[config.mk]
export PLATFORM = sky130hd
export DESIGN_NAME = fifo_stream_adapter_flat
export DESIGN_NICKNAME = d
export VERILOG_FILES = /design/src/rtl/fifo_stream_adapter_if.sv /design/src/rtl/fifo_stream_adapter.sv /design/src/flat_wrapper.sv
export SDC_FILE = /design/constraint.sdc
export NUM_CORES = 1
export LEC_CHECK = 0
export ABC_AREA = 1
export BUFFER_PORTS_ARGS = -buffer_cell sky130_fd_sc_hd__buf_2
export CORE_ASPECT_RATIO = 1.5
export CORE_MARGIN = 4
export CORE_UTILIZATION = 35
export CTS_CLUSTER_SIZE = 40
export DETAILED_ROUTE_END_ITERATION = 10
export PLACE_DENSITY = 0.65
export SLEW_MARGIN = 20
export SYNTH_ARGS = -nofsm -noshare
export SYNTH_HDL_FRONTEND = slang
export SYNTH_SLANG_ARGS = --single-unit
export TNS_END_PERCENT = 5
[constraint.sdc]
create_clock -name clk_in -period 5.8 [get_ports clk_in]
set_clock_uncertainty 0.1 [all_clocks]
set_input_delay 1.74 -clock clk_in [delete_from_list [all_inputs] [get_ports clk_in]]
set_output_delay 1.74 -clock clk_in [all_outputs]
set_load 0.01 [all_outputs]
[src/rtl/fifo_stream_adapter_if.sv]
// Purpose : bundles the FIFO pop-side and output-stream signals of fifo_stream_adapter.
// Latency : none, wiring only.
// Backpressure: carries m_ready_in from the downstream sink back to the adapter.
// Ports   : fifo_empty_in/fifo_data_in/fifo_valid_in/fifo_deq_out (FIFO side),
//           m_valid_out/m_data_out/m_last_out/m_ready_in (stream side).
//           master = adapter view, slave = FIFO + sink view.
interface fifo_stream_adapter_if #(
  parameter int DATA_WIDTH = 32
);
  logic                  fifo_empty_in;
  logic [DATA_WIDTH-1:0] fifo_data_in;
  logic                  fifo_valid_in;
  logic                  fifo_deq_out;
  logic                  m_valid_out;
  logic [DATA_WIDTH-1:0] m_data_out;
  logic                  m_last_out;
  logic                  m_ready_in;

  modport master (
    input  fifo_empty_in, fifo_data_in, fifo_valid_in, m_ready_in,
    output fifo_deq_out, m_valid_out, m_data_out, m_last_out
  );

  modport slave (
    output fifo_empty_in, fifo_data_in, fifo_valid_in, m_ready_in,
    input  fifo_deq_out, m_valid_out, m_data_out, m_last_out
  );
endinterface

[src/rtl/fifo_stream_adapter.sv]
// Purpose : drains a 1-cycle-latency FIFO pop port into a registered valid/ready
//           stream framed into BURST_LEN-word bursts, via a 2-entry skid buffer.
// Latency : 2 cycles from fifo_deq_out to m_valid_out; 1 word/cycle sustained.
// Backpressure: at most 2 words held; deq stops once occupancy + in-flight reaches 2.
// Ports   : clk_in, rst_in (sync, active-high); bus (fifo_stream_adapter_if.master);
//           protocol_err_out (sticky); checksum_out / checksum_valid_out only when
//           FIFO_STREAM_CHECKSUM_EN is defined (per-burst modular sum + 1-cycle strobe).
module fifo_stream_adapter #(
  parameter int DATA_WIDTH = 32,
  parameter int BURST_LEN  = 8
) (
  input  logic                  clk_in,
  input  logic                  rst_in,
  fifo_stream_adapter_if.master bus,
  output logic                  protocol_err_out
`ifdef FIFO_STREAM_CHECKSUM_EN
  ,
  output logic [DATA_WIDTH-1:0] checksum_out,
  output logic                  checksum_valid_out
`endif
);

  localparam int BEAT_W = (BURST_LEN > 1) ? $clog2(BURST_LEN) : 1;
  localparam logic [BEAT_W-1:0] LAST_BEAT = BEAT_W'(BURST_LEN - 1);

  logic [1:0]            occ_q, occ_d;
  logic                  inflight_q;
  logic [DATA_WIDTH-1:0] head_q, head_d;
  logic [DATA_WIDTH-1:0] tail_q, tail_d;
  logic [BEAT_W-1:0]     beat_q, beat_d;
  logic                  err_q, err_d;

  logic       pop;
  logic       capture;
  logic       deq;
  logic       last_beat;
  logic [2:0] fill;

  assign pop       = bus.m_valid_out & bus.m_ready_in;
  assign capture   = bus.fifo_valid_in & inflight_q;
  assign last_beat = (beat_q == LAST_BEAT);

  // Words already held plus the one returning, minus the one leaving now.
  // pop implies occ_q >= 1, so this never wraps.
  assign fill = 3'(occ_q) + 3'(inflight_q) - 3'(pop);
  assign deq  = !rst_in && !bus.fifo_empty_in && (fill < 3'd2);

  assign bus.fifo_deq_out = deq;
  assign bus.m_valid_out  = (occ_q != 2'd0);
  assign bus.m_data_out   = head_q;
  assign bus.m_last_out   = bus.m_valid_out && last_beat;
  assign protocol_err_out = err_q;

  always_comb begin
    occ_d  = occ_q;
    head_d = head_q;
    tail_d = tail_q;
    beat_d = beat_q;
    err_d  = err_q | (bus.fifo_valid_in & ~inflight_q);

    // head_q is always the oldest word; tail_q only matters when occ_q == 2.
    case ({capture, pop})
      2'b10: begin
        if (occ_q == 2'd0) head_d = bus.fifo_data_in;
        else               tail_d = bus.fifo_data_in;
        occ_d = occ_q + 2'd1;
      end
      2'b01: begin
        head_d = tail_q;
        occ_d  = occ_q - 2'd1;
      end
      2'b11: begin
        if (occ_q == 2'd1) begin
          head_d = bus.fifo_data_in;
        end else begin
          head_d = tail_q;
          tail_d = bus.fifo_data_in;
        end
      end
      default: ;
    endcase

    if (pop) beat_d = last_beat ? '0 : beat_q + BEAT_W'(1);
  end

  always_ff @(posedge clk_in) begin
    if (rst_in) begin
      occ_q      <= 2'd0;
      inflight_q <= 1'b0;
      head_q     <= '0;
      tail_q     <= '0;
      beat_q     <= '0;
      err_q      <= 1'b0;
    end else begin
      occ_q      <= occ_d;
      inflight_q <= deq;
      head_q     <= head_d;
      tail_q     <= tail_d;
      beat_q     <= beat_d;
      err_q      <= err_d;
    end
  end

`ifdef FIFO_STREAM_CHECKSUM_EN
  logic [DATA_WIDTH-1:0] acc_q, acc_d;
  logic [DATA_WIDTH-1:0] cks_q, cks_d;
  logic                  cks_vld_q, cks_vld_d;

  always_comb begin
    acc_d     = acc_q;
    cks_d     = cks_q;
    cks_vld_d = 1'b0;
    if (pop) begin
      if (last_beat) begin
        // Publish the completed burst including the word leaving now.
        cks_d     = acc_q + head_q;
        cks_vld_d = 1'b1;
        acc_d     = '0;
      end else begin
        acc_d = acc_q + head_q;
      end
    end
  end

  always_ff @(posedge clk_in) begin
    if (rst_in) begin
      acc_q     <= '0;
      cks_q     <= '0;
      cks_vld_q <= 1'b0;
    end else begin
      acc_q     <= acc_d;
      cks_q     <= cks_d;
      cks_vld_q <= cks_vld_d;
    end
  end

  assign checksum_out       = cks_q;
  assign checksum_valid_out = cks_vld_q;
`endif

endmodule
[src/flat_wrapper.sv]
// flat-port wrapper written by rule: the top's interface ports become plain ports
module fifo_stream_adapter_flat 
#(
  parameter int DATA_WIDTH = 32,
  parameter int BURST_LEN  = 8
)
  (clk_in, rst_in, protocol_err_out, bus_fifo_empty_in, bus_fifo_data_in, bus_fifo_valid_in, bus_m_ready_in, bus_fifo_deq_out, bus_m_valid_out, bus_m_data_out, bus_m_last_out);
  fifo_stream_adapter_if #(.DATA_WIDTH(DATA_WIDTH)) bus_i ();
  input  logic clk_in;
  input  logic rst_in;
  output logic protocol_err_out;
  input wire logic [$bits(bus_i.fifo_empty_in)-1:0] bus_fifo_empty_in;
  input wire logic [$bits(bus_i.fifo_data_in)-1:0] bus_fifo_data_in;
  input wire logic [$bits(bus_i.fifo_valid_in)-1:0] bus_fifo_valid_in;
  input wire logic [$bits(bus_i.m_ready_in)-1:0] bus_m_ready_in;
  output wire logic [$bits(bus_i.fifo_deq_out)-1:0] bus_fifo_deq_out;
  output wire logic [$bits(bus_i.m_valid_out)-1:0] bus_m_valid_out;
  output wire logic [$bits(bus_i.m_data_out)-1:0] bus_m_data_out;
  output wire logic [$bits(bus_i.m_last_out)-1:0] bus_m_last_out;
  assign bus_i.fifo_empty_in = bus_fifo_empty_in;
  assign bus_i.fifo_data_in = bus_fifo_data_in;
  assign bus_i.fifo_valid_in = bus_fifo_valid_in;
  assign bus_i.m_ready_in = bus_m_ready_in;
  assign bus_fifo_deq_out = bus_i.fifo_deq_out;
  assign bus_m_valid_out = bus_i.m_valid_out;
  assign bus_m_data_out = bus_i.m_data_out;
  assign bus_m_last_out = bus_i.m_last_out;
  fifo_stream_adapter #(.DATA_WIDTH(DATA_WIDTH), .BURST_LEN(BURST_LEN)) u_core (.clk_in(clk_in), .rst_in(rst_in), .bus(bus_i), .protocol_err_out(protocol_err_out));
endmodule
## After elaboration in Yosys (flattened, before gate mapping)

Cells that the tools add are included.

| storage, ports and cells | value |
|---|---|
| input port bits | 37 |
| register bits | 71 |
| logic and storage cells | 45 |
| output and inout port bits | 36 |

| cells by class | value |
|---|---|
| multiplexer cells | 8 |
| bitwise gates (word level) | 5 |
| add/subtract/negate cells | 5 |
| equal/unequal tests | 8 |
| reduce and logical (&&, ||, !) cells | 12 |
| $lt $le $gt $ge | 1 |

Operators with widths:

| operator | number |
|---|---|
| 32-bit two-way mux | 4 |
| 32-bit case mux with 3 select lines | 1 |
| 32-bit case mux with 2 select lines | 1 |
| 2-bit nonzero test | 3 |
| 2-bit by 1-bit equality test with 1-bit output (second input constant) | 2 |
| 2-bit equality test (second input constant) | 2 |
| 2-bit != test (second input constant) | 2 |
| 2-bit case mux with 2 select lines | 1 |
| 2-bit by 1-bit adder with 3-bit output | 1 |
| 3-bit by 1-bit adder with 3-bit output (second input constant) | 1 |
| 1-bit bitwise AND | 3 |
| 3-bit equality test (second input constant) | 1 |
| 1-bit logical AND | 3 |
| 3-bit by 2-bit < comparator with 1-bit output (second input constant) | 1 |
| 3-bit two-way mux | 1 |
| 3-bit AND reduction | 1 |
| 3-bit nonzero test | 1 |
| 3-bit by 1-bit subtractor with 3-bit output | 1 |
| 2-bit by 1-bit adder with 2-bit output (second input constant) | 1 |
| 1-bit logical NOT | 2 |
| 2-bit logical NOT | 1 |
| 2-bit by 1-bit != test with 1-bit output (second input constant) | 1 |
| 2-bit AND reduction | 1 |
| 2-bit by 1-bit subtractor with 2-bit output (second input constant) | 1 |
| 2 further kinds | 2 |

## Depth between registers and ports, before layout

Gate-level depths: netlist of the first run.

| depth | value |
|---|---|
| word-level depth | 5 |
| depth in mapped cells | 14 |
| mapped depth without buffers | 12 |

## Least setup slack after synthesis of the first run

Ideal clock, no wire load.

| timing path | value |
|---|---|
| kind | input -> output |
| from | input port bus_m_ready_in |
| to | output port bus_fifo_deq_out |
| stages on the path | 8 |
| data arrival time | 3.508 ns |
| path slack | 0.452 ns |
| data required time | 3.960 ns |
| path through | nand2_2 buf_4 inv_1 ha_1 or2_2 fa_1 nand2_1 nor3_1 |

| on the way | value |
|---|---|
| longest elaborated chain between the ends | 4 |

Ends and longest elaborated chain:

| item | line | text |
|---|---|---|
| start: declaration | flat_wrapper.sv:15 | `input wire logic [$bits(bus_i.m_ready_in)-1:0] bus_m_ready_in;` |
| 1-bit bitwise AND | fifo_stream_adapter.sv:39 | `assign pop = bus.m_valid_out & bus.m_ready_in;` |
| named net u_core.pop | fifo_stream_adapter.sv:33 | `logic pop;` |
| 3-bit by 1-bit subtractor with 3-bit output | fifo_stream_adapter.sv:45 | `assign fill = 3'(occ_q) + 3'(inflight_q) - 3'(pop);` |
| 3-bit by 2-bit < comparator with 1-bit output | fifo_stream_adapter.sv:46 | `assign deq = !rst_in && !bus.fifo_empty_in && (fill < 3'd2);` |
| 1-bit logical AND | fifo_stream_adapter.sv:46 |  |
| end: declaration | flat_wrapper.sv:16 | `output wire logic [$bits(bus_i.fifo_deq_out)-1:0] bus_fifo_deq_out;` |

The timed path passes the listed nets, and every way through them passes these cells.

## Worst setup path after layout of the first run

Ends and elaborated chain as after synthesis.

==> out/results.ini, run 1 <==
[clock_tree]
cts_tree = built
post_cts_resized = 0
root_buffer = clkbuf_16
cts-hold-fix-buffers = 0
insertion_delay_ns = 0.33
numClockSinks = 71
cts_setup_buffers = 0
cts_buffers = 9
h-tree-depth = 3
clockBufferDepth = 2
clk_pin_slew_ns = 0.05

[sta]
hold_viol = 0
finalSetupTns_ns = 0
slew_viol_final = 0
finalCritPeriodShare = 0.918
slew_headroom = 0.514
finalCriticalPeriod_ns = 5.32
rsz0062_at_grt = false
setup_viol = 0
fmax_ghz = 0.188
worstMarginPinSlew_ns = 0.729

[synth]
ys_seq_area_frac = 0.388
muxShareOfSynthArea = 0
syn_area_um2 = 3670
netlist-cell-type-count = 22
synth_fa_ha_area_frac = 0.0328
synth-compound-area-share = 0.0573
syn-num-nets = 617
synth-warning-count = 0
avgSynthCellArea_um2 = 6.42
synth-xor-area-share = 0.00478
synth_top_area_frac = 0.388
yosysTopAreaCell = dfxtp_1
synthTopCellsByArea = dfxtp_1 39%, nand2_1 14%, inv_1 11%, nor2_1 10%, nand3b_1 6.6%
ys_seq_elements = 71
syn-instance-count = 571
synth_simple_gate_area_share = 0.363
synth_top_family_by_area = simple AND/OR/NAND/NOR gates

[placed_design]
dp_hpwl_mm = 5.52
place_congestion = 0.783
dp_cells = 756
port_buffers = 72

[hold_path]
holdCritPathClass = flip-flop to flip-flop
min_from = u_core.tail_q[19]

[power_and_ir_drop]
switchingPower_uw = 856
powerDensity_nw_per_um2 = 503
leakage_nw = 2.36
internal-power_mw = 1.32
switching_share = 0.393
power.share.combinational = 0.437
pwr-share-clk = 0.222
pwr-share-seq = 0.341
peakVddDrop_mv = 0.412

[route]
drc = 0
post_drt_wl_per_cell_um = 11.5
antenna_left = 0
wl_mm = 8.83
drtIter0Drc = 101
vias = 3406
drt-vias-per-instance = 4.43
firstDrtPassIters = 4

[die]
coreArea_um2 = 10200
rows = 45
die_area_um2 = 12200
dieWidth_um = 91.6
io_pins = 73
die_h_um = 133
initial_core_util = 0.360

[global_routing]
grt_first_pass_wirelength_mm = 14.9
antenna_found_initial = 0
grt_max_degree = 69
gr-usage-all-layers = 0.149
grt_overflow = 0
grt_pass1_vias = 3156

[worst_setup_path]
crit_fanout = 7
worstPathArrival_ns = 3.48
path_class = input pin to output port
worstReg2RegStart = u_core.occ_q[1]
crit_start = bus_m_ready_in
cp.required_ns = 3.96
worstSetupStartpointType = input pin
setup.worst_path.end_class = output port

[cells_and_area]
nets = 672
num_antenna_cells = 0
fillCellCount = 1112
drive_above_1_share = 0.154
instances_no_fill = 769
area_delta_synth_final_pct = 18.1

[job]
maxCapViolCount = 0

[outcome]
status = completed

[layer usage]
layer / track usage / part of all wire
met5: 0 / 0
met4: 0.0688 / 0.024
met3: 0.0333 / 0.043
met2: 0.261 / 0.50
met1: 0.171 / 0.44
[cell type report]
type	instances	area, um^2	area share
clock buffer	11	243	0.0560
clock inverter	2	10.0	0.00231
inverter	108	405	0.0936
multi-input combinational	360	1690	0.389
sequential	71	1420	0.328
tap	141	176	0.0407
timing repair buffer	76	390	0.0901
[power by group through the flow]
stage                     logic, mW  clock network, mW  registers, mW
after floorplan               0.668                  0          0.794
after global placement        0.943                  0          0.746
after detailed placement      0.961                  0          0.754
after CTS                     0.966              0.502          0.745
after global routing           1.09              0.523          0.763
final                         0.953              0.483          0.743
[logic make-up (layout without fill, tap and decap cells)]
logic type | after synthesis | in the layout
xor+xnor | 2 | 2
simple gates | 308 | 308
compound gates | 41 | 41
flops | 71 | 71
buf+inv | 140 | 197
fa+ha+maj | 9 | 9
[cell usage after synthesis]
library cell / number
nor3_1: 2
ha_1: 8
or2_2: 1
a21oi_1: 3
xor2_1: 2
dfxtp_1: 71
inv_2: 3
buf_1: 4
buf_6: 2
buf_2: 17
nand2_2: 1
clkbuf_1: 8
buf_4: 1
inv_1: 105
fa_1: 1
nor2_1: 102
nand3_1: 34
o211a_1: 1
nand3b_1: 32
nand3_2: 1
o21ai_0: 37
nand2_1: 135
[registers in the layout (all words and copies together), names as in the netlist]
register / count
u_core.bus.m_data_out: 32
u_core.protocol_err_out: 1
u_core.occ_q: 2
u_core.beat_q: 3
u_core.tail_q: 32
u_core.inflight_q: 1
[cells in the final DEF, fill, tap and decap left out, types with 3 or more instances in the layout]
| cell | n |
|---|---|
| a21oi_1 | 3 |
| buf_2 | 72 |
| buf_4 | 4 |
| clkbuf_16 | 9 |
| dfxtp_1 | 71 |
| ha_1 | 8 |
| inv_1 | 104 |
| inv_2 | 4 |
| nand2_1 | 133 |
| nand2_2 | 3 |
| nand3_1 | 34 |
| nand3b_1 | 32 |
| nor2_1 | 102 |
| o21ai_0 | 37 |
[critical path, cell delays in order]
cell     delay (ns)
buf_2          0.11
nand2_2        0.06
inv_1          0.11
ha_1           0.30
or2_2          0.30
fa_1           0.48
nand2_1        0.06
nor3_1         0.16
buf_2          0.16
[stage by stage]
step | instance area [um^2] | power (mW) | util | hold WS [ns] | worst slack (ns)
final | 4330 | 2.18 | 0.425 | 0.377 | 0.476
after global routing | 4330 | 2.38 | 0.425 | 0.400 | 0.364
after CTS | 4330 | 2.21 | 0.425 | 0.377 | 0.466
after detailed placement | 4080 | 1.71 | 0.400 | 0.364 | 0.476
after global placement | 4070 | 1.69 | 0.400 | 0.353 | 0.466
after floorplan | 3670 | 1.46 | - | 0.354 | 0.452
[worst paths after layout]
path                       end  slack (ns)  cells past startpoint
max           bus_fifo_deq_out        0.48                      9
min reg2reg  u_core.tail_q[19]        0.38                      2
min          u_core.tail_q[19]        0.38                      2
max reg2reg  u_core.tail_q[25]        2.61                     11
Note: power is estimated with default switching activity, not from simulation.
==> run 2, diff against run 1 <==
--- a/config.mk
+++ b/config.mk
@@ -12,6 +12,7 @@
 export CORE_UTILIZATION = 35
 export CTS_CLUSTER_SIZE = 40
 export DETAILED_ROUTE_END_ITERATION = 10
+export MAX_ROUTING_LAYER = met4
 export PLACE_DENSITY = 0.65
 export SLEW_MARGIN = 20
 export SYNTH_ARGS = -nofsm -noshare
==> run 2 against run 1 <==
  * Clock power barely moved
  * First-iteration DRC count down 4.0%
  * Utilization unchanged
  * Maximum frequency about the same
  * Global-route usage grew 0.48 points
  * Highest routed layer unchanged
==> out/results.ini, run 2 (synthesis results as in run 1) <==
[outcome]
status = completed

[sta]
slew_headroom = 0.513
fmax_ghz = 0.188
finalCriticalPeriod_ns = 5.32
finalSetupTns_ns = 0
worst_slack_ns = 0.479
rsz0062_at_grt = false
worstMarginPinSlew_ns = 0.731
hold_viol = 0
setup_viol = 0
slew_viol_final = 0
finalCritPeriodShare = 0.917

[global_routing]
grt_overflow = 0
grt_first_pass_wirelength_mm = 14.9
antenna_found_initial = 0
grt_pass1_vias = 3149
gr-usage-all-layers = 0.154
grt_max_degree = 69

[clock_tree]
root_buffer = clkbuf_16
numClockSinks = 71
cts-hold-fix-buffers = 0
h-tree-depth = 3
clk_pin_slew_ns = 0.05
post_cts_resized = 0
insertion_delay_ns = 0.33
cts_tree = built
cts_setup_buffers = 0
clockBufferDepth = 2
cts_buffers = 9

[die]
die_area_um2 = 12200
rows = 45
dieWidth_um = 91.6
initial_core_util = 0.360
io_pins = 73
die_h_um = 133
coreArea_um2 = 10200

[cells_and_area]
final_cell_mix = 133 x nand2_1, 104 x inv_1, 102 x nor2_1, 72 x buf_2, 71 x dfxtp_1
fillCellCount = 1112
final_common_cell = nand2_1
num_antenna_cells = 0
fin_area_um2 = 4330
drive_above_1_share = 0.154
nets = 672
area_delta_synth_final_pct = 18.1

[route]
drtIter0Drc = 97
wl_mm = 8.83
antenna_left = 0
drc = 0
post_drt_wl_per_cell_um = 11.5
firstDrtPassIters = 4
vias = 3408
drt-vias-per-instance = 4.43

[worst_setup_path]
crit_chain = buf_2, nand2_2, inv_1, ha_1, or2_2, fa_1, nand2_1, nor3_1, buf_2
crit_fanout = 7
crit_slowest_cell = fa_1
path_common_cell = buf_2
setup.worst_path.end_class = output port
crit_family = adder cells
path_class = input pin to output port
worstPathArrival_ns = 3.48
worstSetupStartpointType = input pin
worst-path-buf-inv = 3
slowest_delay_ns = 0.48
cp.required_ns = 3.96

[job]
maxCapViolCount = 0

[power_and_ir_drop]
leakage_nw = 2.36
peakVddDrop_mv = 0.410
powerDensity_nw_per_um2 = 503

[placed_design]
dp_slack_ns = 0.476
dpl_cell_area_um2 = 4080
place_congestion = 0.794
port_buffers = 72
dp_hpwl_mm = 5.52

[hold_path]
holdCritPathClass = flip-flop to flip-flop

## run 2: cell counts in the layout (fill, tap and decap cells not counted)
Identical to the previous run, type by type.
## run 2: metrics by stage
step	cells	utilization	total power [mW]	hold slack [ns]
3_5_place_dp	756	0.400	1.71	0.364
5_1_grt	769	0.425	2.38	0.400
4_1_cts	769	0.425	2.21	0.377
3_3_place_gp	756	0.400	1.69	0.353
6_report	769	0.425	2.18	0.377
2_1_floorplan	571	-	1.46	0.354
## run 2: cell type report
type	count	area [um^2]	share of cell area
Inverter	108	405	0.0936
Sequential cell	71	1420	0.328
Tap cell	141	176	0.0407
Timing Repair Buffer	76	390	0.0901
Clock buffer	11	243	0.0560
Multi-Input combinational cell	360	1690	0.389
Clock inverter	2	10.0	0.00231
## run 2: layer usage
| metal | GRT usage | wire [um] | vias to the layer above |
|---|---|---|---|
| li1 | - | - | 1807 |
| met1 | 0.172 | 3820 | 1517 |
| met2 | 0.261 | 4410 | 73 |
| met3 | 0.0339 | 420 | 11 |
| met4 | 0.0688 | 174 | 0 |
| met5 | - | 0 | - |
## run 2: final timing paths
path / slack [ns] / start / endpoint / cells after the start
worst min-delay path: 0.38 / u_core.tail_q[19] / u_core.tail_q[19] / 2
worst min register to register: 0.38 / u_core.tail_q[19] / u_core.tail_q[19] / 2
worst max-delay path: 0.48 / bus_m_ready_in / bus_fifo_deq_out / 9
worst max register to register: 2.61 / u_core.occ_q[1] / u_core.tail_q[25] / 11
## run 2: power by group
group / internal [mW] / switching (mW)
combinational: 0.367 / 0.586
sequential: 0.664 / 0.0785
clock: 0.292 / 0.190
total: 1.32 / 0.855
## run 2: tightest hold or removal path, stage by stage (launching register included)
cell	delay, ns
dfxtp_1	0.32
nor2_1	0.05
nor2_1	0.08
